===== src/rtl/vga_timing_if.sv =====
// rtl/vga_timing_if.sv - pixel-timing bundle between the VGA timing generator and its consumers
//
// Purpose: carries the count enable toward the timing generator and the
//          registered raster position/sync/pulse outputs away from it.
// Signals:
//   en          count enable (consumer -> generator)
//   col[9:0]    visible column, 0 outside the visible area
//   row[8:0]    visible row, 0 outside the visible area
//   visible     position is inside the visible area
//   hsync_n     horizontal sync, active-low
//   vsync_n     vertical sync, active-low
//   frame_start one-clock pulse at position (0,0)
//   line_start  one-clock pulse at column 0 of every line
// Modports: master = timing generator, slave = consumer.
interface vga_timing_if;
  logic       en;
  logic [9:0] col;
  logic [8:0] row;
  logic       visible;
  logic       hsync_n;
  logic       vsync_n;
  logic       frame_start;
  logic       line_start;

  modport master (
    input  en,
    output col, row, visible, hsync_n, vsync_n, frame_start, line_start
  );

  modport slave (
    output en,
    input  col, row, visible, hsync_n, vsync_n, frame_start, line_start
  );
endinterface


===== src/rtl/vga_timing.sv =====
// rtl/vga_timing.sv - VGA raster counter with registered position, sync and start pulses
//
// Purpose: walks hcount/vcount over the full raster (visible area plus
//          porches and sync) and presents a registered decode of the
//          position one clock later.
// Ports:
//   clk     pixel clock, rising edge
//   resetn  synchronous active-low reset, overrides en
//   vga     vga_timing_if.master: en in; col, row, visible, hsync_n,
//           vsync_n, frame_start, line_start out
module vga_timing #(
  parameter int H_VIS  = 640,
  parameter int H_FP   = 16,
  parameter int H_SYNC = 96,
  parameter int H_BP   = 48,
  parameter int V_VIS  = 480,
  parameter int V_FP   = 10,
  parameter int V_SYNC = 2,
  parameter int V_BP   = 33
) (
  input logic          clk,
  input logic          resetn,
  vga_timing_if.master vga
);

  localparam int H_TOTAL = H_VIS + H_FP + H_SYNC + H_BP;
  localparam int V_TOTAL = V_VIS + V_FP + V_SYNC + V_BP;

  // 10-bit copies so every compare below is width-matched
  localparam logic [9:0] H_LAST     = 10'(H_TOTAL - 1);
  localparam logic [9:0] V_LAST     = 10'(V_TOTAL - 1);
  localparam logic [9:0] H_VIS_END  = 10'(H_VIS);
  localparam logic [9:0] V_VIS_END  = 10'(V_VIS);
  localparam logic [9:0] HS_BEGIN   = 10'(H_VIS + H_FP);
  localparam logic [9:0] HS_END     = 10'(H_VIS + H_FP + H_SYNC);
  localparam logic [9:0] VS_BEGIN   = 10'(V_VIS + V_FP);
  localparam logic [9:0] VS_END     = 10'(V_VIS + V_FP + V_SYNC);

  logic [9:0] hcount;
  logic [9:0] vcount;

  logic h_last, v_last;
  logic h_vis, v_vis;
  logic hs_act, vs_act;

  assign h_last = (hcount == H_LAST);
  assign v_last = (vcount == V_LAST);
  assign h_vis  = (hcount < H_VIS_END);
  assign v_vis  = (vcount < V_VIS_END);
  assign hs_act = (hcount >= HS_BEGIN) && (hcount < HS_END);
  assign vs_act = (vcount >= VS_BEGIN) && (vcount < VS_END);

  // Outputs are the decode of the counter value being left behind on this
  // edge, so the outputs always trail the counters by exactly one clock and
  // stay aligned with each other.
  always_ff @(posedge clk) begin
    if (!resetn) begin
      hcount          <= '0;
      vcount          <= '0;
      vga.col         <= '0;
      vga.row         <= '0;
      vga.visible     <= 1'b0;
      vga.hsync_n     <= 1'b1;
      vga.vsync_n     <= 1'b1;
      vga.frame_start <= 1'b0;
      vga.line_start  <= 1'b0;
    end else if (vga.en) begin
      if (h_last) begin
        hcount <= '0;
        vcount <= v_last ? '0 : vcount + 10'd1;
      end else begin
        hcount <= hcount + 10'd1;
      end
      vga.col         <= h_vis ? hcount : '0;
      vga.row         <= v_vis ? vcount[8:0] : '0;
      vga.visible     <= h_vis && v_vis;
      vga.hsync_n     <= !hs_act;
      vga.vsync_n     <= !vs_act;
      vga.line_start  <= (hcount == '0);
      vga.frame_start <= (hcount == '0) && (vcount == '0);
    end else begin
      // Hold everything, but drop the pulses so a stall never repeats one.
      vga.frame_start <= 1'b0;
      vga.line_start  <= 1'b0;
    end
  end

endmodule


===== src/flat_wrapper.sv =====
// flat-port wrapper written by rule: the top's interface ports become plain ports
module vga_timing_flat 
#(
  parameter int H_VIS  = 640,
  parameter int H_FP   = 16,
  parameter int H_SYNC = 96,
  parameter int H_BP   = 48,
  parameter int V_VIS  = 480,
  parameter int V_FP   = 10,
  parameter int V_SYNC = 2,
  parameter int V_BP   = 33
)
  (clk, resetn, vga_en, vga_col, vga_row, vga_visible, vga_hsync_n, vga_vsync_n, vga_frame_start, vga_line_start);
  vga_timing_if vga_i ();
  input logic clk;
  input logic resetn;
  input wire logic [$bits(vga_i.en)-1:0] vga_en;
  output wire logic [$bits(vga_i.col)-1:0] vga_col;
  output wire logic [$bits(vga_i.row)-1:0] vga_row;
  output wire logic [$bits(vga_i.visible)-1:0] vga_visible;
  output wire logic [$bits(vga_i.hsync_n)-1:0] vga_hsync_n;
  output wire logic [$bits(vga_i.vsync_n)-1:0] vga_vsync_n;
  output wire logic [$bits(vga_i.frame_start)-1:0] vga_frame_start;
  output wire logic [$bits(vga_i.line_start)-1:0] vga_line_start;
  assign vga_i.en = vga_en;
  assign vga_col = vga_i.col;
  assign vga_row = vga_i.row;
  assign vga_visible = vga_i.visible;
  assign vga_hsync_n = vga_i.hsync_n;
  assign vga_vsync_n = vga_i.vsync_n;
  assign vga_frame_start = vga_i.frame_start;
  assign vga_line_start = vga_i.line_start;
  vga_timing #(.H_VIS(H_VIS), .H_FP(H_FP), .H_SYNC(H_SYNC), .H_BP(H_BP), .V_VIS(V_VIS), .V_FP(V_FP), .V_SYNC(V_SYNC), .V_BP(V_BP)) u_core (.clk(clk), .resetn(resetn), .vga(vga_i));
endmodule

===== config.mk =====
export PLATFORM = sky130hd
export DESIGN_NAME = vga_timing_flat
export DESIGN_NICKNAME = d
export VERILOG_FILES = /design/src/rtl/vga_timing_if.sv /design/src/rtl/vga_timing.sv /design/src/flat_wrapper.sv
export SDC_FILE = /design/constraint.sdc
export NUM_CORES = 1
export LEC_CHECK = 0
export ABC_CLOCK_PERIOD_IN_PS = 1900
export CORE_ASPECT_RATIO = 0.6
export CORE_MARGIN = 2
export CORE_UTILIZATION = 53
export DETAILED_ROUTE_END_ITERATION = 8
export GPL_ROUTABILITY_DRIVEN = 0
export PLACE_DENSITY_LB_ADDON = 0.12
export SLEW_MARGIN = 5
export SYNTH_ARGS = -nofsm -noshare
export SYNTH_HDL_FRONTEND = slang
export SYNTH_SLANG_ARGS = --single-unit

===== constraint.sdc =====
create_clock -name clk -period 1.9 [get_ports clk]
set_clock_uncertainty 0.1 [all_clocks]
set_input_delay 0.57 -clock clk [delete_from_list [all_inputs] [get_ports clk]]
set_output_delay 0.57 -clock clk [all_outputs]
set_load 0.02 [all_outputs]

# Word-level counts from Yosys, hierarchy flattened
# Cells that the tools add are included.
# classes
addsub	2
n_mul	0
n_div	0
magnitude_cmp	6
eq_ne	2
shift	0
n_mux	4
n_bitwise	0
n_reduce_logical	10
# op_table
op	count
10-bit two-way mux	3
10-bit by 1-bit adder with 10-bit output (second input constant)	2
10-bit == test (second input constant)	2
10-bit zero test	2
10-bit less-than comparator (second input constant)	2
10-bit by 9-bit less-than comparator with 1-bit output (second input constant)	2
10-bit >= comparator (second input constant)	1
10-bit by 9-bit >= comparator with 1-bit output (second input constant)	1
9-bit two-way mux	1
1-bit logical AND	4
2-bit AND reduction	2
1-bit zero test	2
# word_totals
ff_bits	44
latchBits	0
mem_bits_rw	0
romBits	0
in_bits	3
output_inout_bits	24
elab_cells	33
n_memories	0

# Logic depth before layout (Yosys ltp)
# logic_depth
word_depth	3
depth_mapped	6
depth_no_buf	6

# Least setup slack after synthesis
# OpenSTA, ideal clock, no wires.
# synth_path
kind	input-to-reg
from	in vga_en
to	reg u_core.vcount[2]
setup_ns	0.133
arrival_time_ns	1.508
required_time_ns	1.667
slack_ns	0.159
cell_stages	5
path_buffers	1
path_cell_list	buf_2 > and4_2 > nand3_1 > o21ai_0 > nor2_1
# synth_via
elab_chain_len	1
# synth_rtl
item	line_no	source
from (decl)	flat_wrapper.sv:17	input wire logic [$bits(vga_i.en)-1:0] vga_en;
2-bit AND reduction (no line)	n/a	
to (signal assigned)	vga_timing.sv:70	vcount <= v_last ? '0 : vcount + 10'd1;
to (decl)	vga_timing.sv:40	logic [9:0] vcount;
# No other way between the ends.
# A chain may end at the register's enable or synchronous reset.

# Worst setup path after layout
# layout_path
from	reg u_core.hcount[1]
to	reg u_core.vcount[6]
# layout_via
elab_chain_len	2
# layout_rtl
item	line_no	source
from (decl)	vga_timing.sv:39	logic [9:0] hcount;
from (signal assigned)	vga_timing.sv:72	hcount <= hcount + 10'd1;
10-bit == test	vga_timing.sv:46	assign h_last = (hcount == H_LAST);
2-bit AND reduction (no line)	n/a	
# No other way between the ends.

==> summary.md <==
| Metric | Value |
|---|---|
| Initial Utilization | 0.570 |
| Setup_tns | 0 ns |
| Sink Count | 44 |
| Least-Margin Pin Slew | 0.390 ns |
| GRT Total Usage | 0.247 |
| Fill count | 259 |
| Synth top area share | 0.460 |
| WP data required | 2.00 ns |
| Detailed placer's ending HPWL | 3200 um |
| Port Buffers | 26 |
| Number of diodes | 0 |
| Area leader, netlist | dfxtp_1 |
| Critical path startpoint category | flop |
| Pre-CTS setup slack | -0.297 ns |
| Via count | 1659 |
| Seq/Total Area, Yosys | 0.460 |
| Grt peak-use layer | met2 |
| Die W | 81.6 um |
| Die height | 50.6 um |
| Max frequency | 582 MHz |
| Total gr overflow | 0 |
| Initial antenna violation count | 0 |
| Largest net degree at the start of global routing | 20 |
| TritonRoute pass-1 iters | 5 |
| Worst slew margin | 0.739 |
| Slowest CP cell | dfxtp_1 |
| Die ar. | 0.00413 mm^2 |
| ANT nets after route | 0 |
| Min-Delay Startpoint | u_core.vga.hsync_n |
| Leakage | 0.989 nW |
| Layout area overhead | 23.4% |
| #FFs+latches synth | 44 |
| Syn avg cell area | 9.44 um^2 |
| Final nets | 245 |
| CTS buffer count | 5 |
| WL/cell | 15.9 um |
| Final worst path period share | 0.904 |
| First-pass GRT wire length | 7450 um |
| Status | finished clean |
| Met2 global-route usage | 0.351 |
| Synth warn | 0 |
| Final worst setup slack | 0.183 ns |
| Post-Syn Instances | 203 |
| CTS tree | yes |
| Share of cells above drive strength 1 | 0.130 |
| Clk_lat worst skew | 0.31 ns |
| Clock tree buffer depth | 2 |
| Vias in the first global route | 1559 |
| Row count | 16 |
| Reg-to-reg critical path startpoint | u_core.hcount[1] |
| Clk root buf | clkbuf_8 |
| Cell Chain, Critical Path | ha_1 > nand4_1 > nor4_1 > xnor2_1 > nor2_1 |
| CP arrival | 1.82 ns |
| Crit Path Max Fanout | 5 |
| Final hold vios | 0 |
| Worst hold slack | 0.360 ns |
| Setup crit end kind | flop |
| Core Area | 0.00336 mm^2 |
| Starting DRT DRC Count | 114 |
| Post-synthesis instance area | 0.00192 mm^2 |
| Vias per std cell | 5.84 |
| Crit path time final | 1.72 ns |
| Pwr Density | 701 mW/mm^2 |
| Crit path capture | u_core.vcount[6] |
| Peak VDD IR | 576 uV |
| CP startpoint | u_core.hcount[1] |
| Routed wire length | 4510 um |
| DRC errors left | 0 |
| Cell variety after synth | 44 |
| MaxCap Viol Count | 0 |
| Flop-to-flop setup slack | 0.18 ns |
| WS Path Type | reg -> reg |
| Slew Viols, Final | 0 |
| CP max stage delay | 0.41 ns |
| M1 GR Usage | 0.344 |
| Reg clk slew, reported paths | 0.09 ns |
| Hold Crit Class | reg -> reg |
| Unrepaired setup endpoints after global routing | false |
| Worst flop-to-flop path endpoint | u_core.vcount[6] |
| Area contributors post-synth | dfxtp_1 (46%), a22o_1 (7.3%), xnor2_1 (3.2%), nand3_1 (3.1%), nand2_1 (2.9%) |
| Final setup vio count | 0 |
| Syn nets | 210 |
| Register-to-Register Path Depth | 5 |
| IO Pins | 27 |
| H-tree Lvls | 2 |
| Routing usage on met3 | 0.0845 |
state kept, by name (all words and copies together) (netlist names):
register,count
u_core.hcount,10
u_core.vcount,10
u_core.vga.col,10
u_core.vga.frame_start,1
u_core.vga.hsync_n,1
u_core.vga.line_start,1
u_core.vga.row,9
u_core.vga.visible,1
u_core.vga.vsync_n,1
power by group:
| part | switching, mW | internal [mW] |
|---|---|---|
| Sequential | 0.00694 | 0.931 |
| Clock | 0.332 | 0.294 |
| Combinational | 0.0523 | 0.0399 |
| Total | 0.391 | 1.27 |
metal layers:
| layer | wire length, um | share of wire | vias to the layer above |
|---|---|---|---|
| met2 | 1860 | 0.41 | 78 |
| met3 | 406 | 0.090 | 5 |
| met5 | 0 | 0 | - |
| met1 | 2180 | 0.48 | 776 |
| li1 | - | - | 800 |
| met4 | 69 | 0.015 | 0 |
cells by family (layout without fill, tap and decap cells):
family / Yosys count / after routing / share of synthesized area
AO/OA/AOI/OAI: 33 / 33 / 0.130
multiplexers: 1 / 1 / 0.00523
buffers and inverters: 20 / 56 / 0.0516
XOR/XNOR: 12 / 12 / 0.0549
flip-flops: 44 / 44 / 0.460
AND/OR/NAND/NOR: 89 / 89 / 0.272
adder cells (fa/ha/maj): 4 / 4 / 0.0261
cells in the mapped netlist (all sizes together):
cell type and n:
dfxtp 44, a22o 17, nand2 15, nor2 15, nand3 12, buf 7, inv 7, xnor2 7
and4 6, clkbuf 6, nor4 6, and2 5, and3 5, xor2 5, ha 4, nand2b 4
nand4 4, nor3 4, o21ai 4, o22ai 4, a21boi 3, a21oi 3, nand4b 2, nor2b 2
and4b 1, mux2i 1, nand3b 1, nand4bb 1, nor3b 1, nor4b 1, nor4bb 1, o21a 1
o221ai 1, or2 1, or3 1, or4 1
critical path, delay by kind of cell, from the launching register on:
family / cells / cell delay, ns
xor gates and xnor gates: 1 / 0.16
DFF: 1 / 0.41
and+or+nand+nor: 3 / 0.70
adders and majority gates: 1 / 0.24
worst min path at each step:
stage / end / slack [ns] / depth (start not counted)
floorplan: u_core.vcount[8] / 0.38 / 2
global placement: u_core.vga.hsync_n / 0.33 / 2
detailed placement: u_core.vga.hsync_n / 0.36 / 2
CTS: u_core.vga.hsync_n / 0.37 / 2
global route: u_core.vga.row[8] / 0.40 / 1
finish: u_core.vga.hsync_n / 0.36 / 2
what timing repair did:
item | 4_1_cts | 5_1_grt
gates resized for setup | 24 | 4
setup buffers | 0 | 0
setup endpoints to repair | 24 | 11
hold buffers | 0 | 0
layout make-up:
type | instances | area (um^2) | share of cell area
clock buffer | 6 | 82.6 | 0.0349
inverter | 7 | 26.3 | 0.0111
sequential | 44 | 881 | 0.373
timing repair buffer | 41 | 358 | 0.151
tap | 45 | 56.3 | 0.0238
clock inverter | 2 | 15.0 | 0.00635
multi-input combinational | 139 | 945 | 0.400
through the flow:
| stage | utilization | instances | power (mW) | cell area, um^2 |
|---|---|---|---|---|
| floorplan | - | 203 | 1.01 | 1920 |
| global placement | 0.679 | 276 | 1.05 | 2280 |
| detailed placement | 0.679 | 276 | 1.06 | 2280 |
| CTS | 0.699 | 284 | 1.67 | 2350 |
| global route | 0.703 | 284 | 1.72 | 2360 |
| finish | 0.703 | 284 | 1.66 | 2360 |
cell usage in the layout (no fill, tap or decap), types with 2 or more instances in the layout:
| cell | n |
|---|---|
| a21boi_0 | 3 |
| a21oi_1 | 3 |
| a22o_1 | 16 |
| and2_1 | 5 |
| and3_1 | 4 |
| and4_1 | 4 |
| buf_4 | 14 |
| clkbuf_8 | 6 |
| clkinvlp_4 | 2 |
| dfxtp_1 | 44 |
| dlygate4sd2_1 | 24 |
| ha_1 | 4 |
| inv_1 | 7 |
| nand2_1 | 15 |
| nand2b_1 | 4 |
| nand3_1 | 12 |
| nand4_1 | 4 |
| nand4b_1 | 2 |
| nor2_1 | 15 |
| nor2b_1 | 2 |
| nor3_1 | 4 |
| nor4_1 | 4 |
| o21ai_0 | 4 |
| o22ai_1 | 4 |
| xnor2_1 | 7 |
| xor2_1 | 5 |
(Power assumes the default switching activity.)
